===== src/rtl/imem_loader.sv =====
// rtl/imem_loader.sv - Boot-time loader that writes a framed, checksummed byte stream into instruction memory.
// Frame: LEN_LO, LEN_HI, L payload bytes, then one checksum byte (payload sum mod 256).
module imem_loader #(
    parameter int INST_MEMORY_SIZE = 1024,
    parameter int ADDR_WIDTH       = $clog2(INST_MEMORY_SIZE)
) (
    input  logic                  clk,
    input  logic                  rst,
    input  logic                  start,
    input  logic                  in_valid,
    input  logic [7:0]            in_data,
    output logic                  in_ready,
    output logic                  mem_we,
    output logic [ADDR_WIDTH-1:0] mem_addr,
    output logic [7:0]            mem_wdata,
    output logic                  busy,
    output logic                  done,
    output logic                  error,
    output logic                  cpu_stall
);

    localparam int          DEPTH   = 2 ** ADDR_WIDTH;
    localparam logic [16:0] DEPTH_L = 17'(DEPTH);

    typedef enum logic [2:0] {
        S_IDLE,
        S_LEN_LO,
        S_LEN_HI,
        S_DATA,
        S_CHECK,
        S_DONE,
        S_ERR
    } state_t;

    state_t                state_q, state_d;
    logic [15:0]           len_q, len_d;
    logic [ADDR_WIDTH:0]   cnt_q, cnt_d;
    logic [7:0]            sum_q, sum_d;
    logic                  we_q, we_d;
    logic [ADDR_WIDTH-1:0] addr_q, addr_d;
    logic [7:0]            wdata_q, wdata_d;

    logic                  accept;
    logic [15:0]           len_full;
    logic [ADDR_WIDTH:0]   cnt_inc;

    assign accept   = in_valid && in_ready;
    assign len_full = {in_data, len_q[7:0]};
    assign cnt_inc  = cnt_q + 1'b1;

    always_ff @(posedge clk or posedge rst) begin
        if (rst) begin
            state_q <= S_IDLE;
            len_q   <= '0;
            cnt_q   <= '0;
            sum_q   <= '0;
            we_q    <= 1'b0;
            addr_q  <= '0;
            wdata_q <= '0;
        end else begin
            state_q <= state_d;
            len_q   <= len_d;
            cnt_q   <= cnt_d;
            sum_q   <= sum_d;
            we_q    <= we_d;
            addr_q  <= addr_d;
            wdata_q <= wdata_d;
        end
    end

    always_comb begin
        state_d = state_q;
        len_d   = len_q;
        cnt_d   = cnt_q;
        sum_d   = sum_q;
        we_d    = 1'b0;
        addr_d  = addr_q;
        wdata_d = wdata_q;

        case (state_q)
            S_IDLE, S_DONE, S_ERR: begin
                // A byte presented alongside start is never accepted: in_ready is low here.
                if (start) begin
                    state_d = S_LEN_LO;
                    len_d   = '0;
                    cnt_d   = '0;
                    sum_d   = '0;
                end
            end
            S_LEN_LO: begin
                if (accept) begin
                    len_d[7:0] = in_data;
                    state_d    = S_LEN_HI;
                end
            end
            S_LEN_HI: begin
                if (accept) begin
                    len_d = len_full;
                    // Word-multiple, non-empty and within capacity, so the address never wraps.
                    if ((len_full == 16'd0) || (len_full[1:0] != 2'b00) ||
                        ({1'b0, len_full} > DEPTH_L)) begin
                        state_d = S_ERR;
                    end else begin
                        state_d = S_DATA;
                    end
                end
            end
            S_DATA: begin
                if (accept) begin
                    we_d    = 1'b1;
                    addr_d  = cnt_q[ADDR_WIDTH-1:0];
                    wdata_d = in_data;
                    sum_d   = sum_q + in_data;
                    cnt_d   = cnt_inc;
                    if (17'(cnt_inc) == {1'b0, len_q}) begin
                        state_d = S_CHECK;
                    end
                end
            end
            S_CHECK: begin
                if (accept) begin
                    state_d = (in_data == sum_q) ? S_DONE : S_ERR;
                end
            end
            default: state_d = S_IDLE;
        endcase
    end

    assign in_ready  = (state_q == S_LEN_LO) || (state_q == S_LEN_HI) ||
                       (state_q == S_DATA)   || (state_q == S_CHECK);
    assign busy      = in_ready;
    assign done      = (state_q == S_DONE);
    assign error     = (state_q == S_ERR);
    // Only a fully verified image releases the CPU.
    assign cpu_stall = (state_q != S_DONE);

    assign mem_we    = we_q;
    assign mem_addr  = addr_q;
    assign mem_wdata = wdata_q;

endmodule


===== config.mk =====
export PLATFORM = sky130hd
export DESIGN_NAME = imem_loader
export DESIGN_NICKNAME = d
export VERILOG_FILES = /design/src/rtl/imem_loader.sv
export SDC_FILE = /design/constraint.sdc
export NUM_CORES = 1
export LEC_CHECK = 0
export BUFFER_PORTS_ARGS = -buffer_cell sky130_fd_sc_hd__clkbuf_2
export CAP_MARGIN = 40
export CORE_MARGIN = 3
export CORE_UTILIZATION = 53
export CTS_CLUSTER_DIAMETER = 120
export CTS_CLUSTER_SIZE = 20
export DETAILED_ROUTE_END_ITERATION = 10
export PLACE_DENSITY = 0.85
export SLEW_MARGIN = 15
export SYNTH_ARGS = -nofsm -noshare
export SYNTH_HDL_FRONTEND = slang
export SYNTH_SLANG_ARGS = --single-unit
export TNS_END_PERCENT = 1

===== constraint.sdc =====
create_clock -name clk -period 2.1 [get_ports clk]
set_input_delay 0 -clock clk [delete_from_list [all_inputs] [get_ports clk]]
set_output_delay 0 -clock clk [all_outputs]
set_load 0.03 [all_outputs]

==> out/metrics.csv <==
metric;value;unit
outcome;finished, final reports clean;
Final period util;96.4;%
GR Overflow Total;0;
combinational share of power;46.7;%
Via density;5.65;
Flop pwr share;33.6;%
worst path cell trace;or4_1 -> nor4_2 -> nand4_1 -> nor4_4 -> o211ai_1;
Netlist Area Pre-Place;0.00315;sq mm
# diodes;0;
Post-synth top flop;dfrtp_1;
initial antenna violation count;0;
fin worst setup slack;0.0757;ns
Initial Utilization;55.8;%
Final setup viols;0;
Synth Register Bits;57;
relative slew slack;64.1;%
final wirelength;7660;um
CORE AREA;0.00564;sq mm
Routed Antenna Nets;0;
Mapped Cells;373;
Worst Path Class, Setup;reg2reg;
CTS root buffer;clkbuf_8;
# IOs;36;
Port-buffer cells;35;
Max-cap violations;0;
Post-synth ARST share;100;%
worst skew pair latency;0.34;ns
Setup Slack @ Placement;0.0213;ns
DR pass1 iterations;4;
fin cells;503;
number of enable flip-flop cells after synthesis;0;
sw power;2240;uW
Internal;2850;uW
startpoint types;register;
final count of hold timing violations;0;
Die ar.;0.00691;sq mm
Worst Clk Skew;0.00702;ns
GRT Overall Usage;23.3;%
initial drt markers;162;
CTS Sinks;57;
library cells used by synthesis;48;
Yosys warnings;0;
max-slew violations;0;
routability congestion estimate from global placement;0.855;
cell row count;27;
VDD IR max;0.000888;V
postcts setup bufs;0;
syn avg cell area;8.45;sq um
first-pass GRT wire length;12900;um
CP Capture Type;register;
leakage power;0.00179;uW
syn_nets;394;
# DRC;0;
Critical Path AT;2.24;ns
largest net degree at the start of global routing;35;
layout net count;447;
HPWL Detailed;5160;um
number of global-route vias before repair;2806;
layout cells sized above 1;20.0;%
Max Root-Sink Buffers;2;
Wirelength per Cell;15.2;um
CTS tree;yes;
post-layout util;67.6;%
Max FO, Critical Path;2;
crit path max-delay cell type;or4_1;
worst min path class;in2reg;
CTS H-tree lvls;3;
min Tclk post-route;2.02;ns
Worst R2R Setup Slack;0.08;ns
clk slew on worst S/H paths;0.06;ns
Vias;2843;
Area growth, synth to finish;21.0;%
Sw Share;44.1;%
Critical Path RT;2.31;ns
pwr/cell area;1340;mW/mm^2
Worst Tran Pin Value;0.537;ns
Seq/Total Area, Yosys;45.3;%
achievable frequency;494;MHz
final hold slack;0.0778;ns
Cells after DPL;478;
CP peak stage delay;0.55;ns
cts bufs inserted;9;
die width;83.1;um
Clk network pwr share;19.7;%
DIE HEIGHT;83.1;um
flip-flops by register name, summed over array words and instances (netlist names):
| name | count |
|---|---|
| len_q | 16 |
| cnt_q | 11 |
| mem_addr | 10 |
| mem_wdata | 8 |
| sum_q | 8 |
| state_q | 3 |
| mem_we | 1 |
area by class of cell:
type	count	area, sq um
clock buffers	9	124
flip-flops and latches	57	1430
well taps	72	90.1
clock inverters	7	71.3
inverters	7	26.3
multi-input cells	286	1640
fillers	447	1830
repair buffers	65	435
routing by layer:
layer	wire, um	GRT usage (%)	vias up
li1	-	-	1398
met4	79	8.17	0
met1	3360	29.4	1360
met5	0	0	-
met2	3890	38.8	74
met3	328	6.05	11
path summary, 6_finish.rpt:
check / start / to / cells past startpoint
worst min register to register: mem_addr[7] / mem_addr[7] / 2
worst min-delay path: start / state_q[0] / 4
worst max register to register: len_q[12] / state_q[0] / 5
min in group asynchronous: rst / mem_we / 3
worst max-delay path: len_q[12] / state_q[0] / 5
max in group asynchronous: rst / sum_q[1] / 4
cell usage in the layout (no fill, tap or decap), types with 3 or more instances in the layout:
cell,count
nand2_1,101
dfrtp_1,55
o21ai_0,37
clkbuf_2,35
buf_4,20
nor2_1,17
xnor2_1,13
nor3_1,10
xor2_1,9
clkbuf_8,9
dlygate4sd3_1,9
a21oi_1,8
o31ai_1,8
nor4_1,8
ha_1,8
nand3_1,6
nand2b_1,5
o21ai_1,5
inv_1,5
and2_1,4
and3_1,4
nand4_1,4
a21o_1,3
clkinvlp_4,3
what timing repair did:
action / 4_1_cts / 5_1_grt
setup endpoints to repair: 0 / 5
resized for setup: 0 / 10
endpoints found under the hold margin: 44 / 0
hold buffers: 9 / 0
kinds of logic (layout without fill, tap and decap cells):
logic type                 after synthesis  after routing  share of synthesized area (%)
adders and majority gates                9              9                           3.81
DFF                                     57             57                           45.3
xor gates and xnor gates                22             22                           6.12
muxes                                    1              1                          0.318
and+or+nand+nor                        172            172                           24.5
buffers and inverters                   30             88                           3.89
AOI/OAI and AO/OA                       82             82                           16.1
power groups by stage:
stage | logic [uW] | registers [uW] | clock network, uW
2_1_floorplan | 1450 | 1880 | 0
3_3_place_gp | 2190 | 1690 | 0
3_5_place_dp | 2260 | 1710 | 0
4_1_cts | 2300 | 1700 | 1020
5_1_grt | 2640 | 1750 | 1070
6_report | 2380 | 1710 | 1000
critical path, delay by kind of cell, from the launching register on:
| family | cells | cell delay (ns) |
|---|---|---|
| and+or+nand+nor | 4 | 1.40 |
| DFF | 1 | 0.38 |
| AOI/OAI and AO/OA | 1 | 0.12 |
synthesized netlist by cell type (5+ instances only):
library cell / instances / share of area [%]
ha_1: 8 / 3.2
o21ai_1: 5 / 0.79
xor2_1: 9 / 2.5
nand3_1: 6 / 0.95
nor3_1: 10 / 1.6
o21ai_0: 37 / 5.9
clkbuf_1: 18 / 2.1
dfrtp_1: 57 / 45
a21oi_1: 10 / 1.6
inv_1: 6 / 0.71
nor2_1: 18 / 2.1
xnor2_1: 13 / 3.6
nand2b_1: 5 / 0.99
nor4_1: 9 / 1.8
nand2_1: 101 / 12
o31ai_1: 8 / 1.9
per-stage QoR:
step | setup TNS (ns) | power (uW) | instance area [sq um]
2_1_floorplan | 0 | 3330 | 3150
3_3_place_gp | 0 | 3890 | 3490
3_5_place_dp | 0 | 3970 | 3490
4_1_cts | 0 | 5020 | 3770
5_1_grt | -0.00558 | 5460 | 3810
6_report | 0 | 5090 | 3810
No activity file was read; power rests on OpenSTA's default activity.
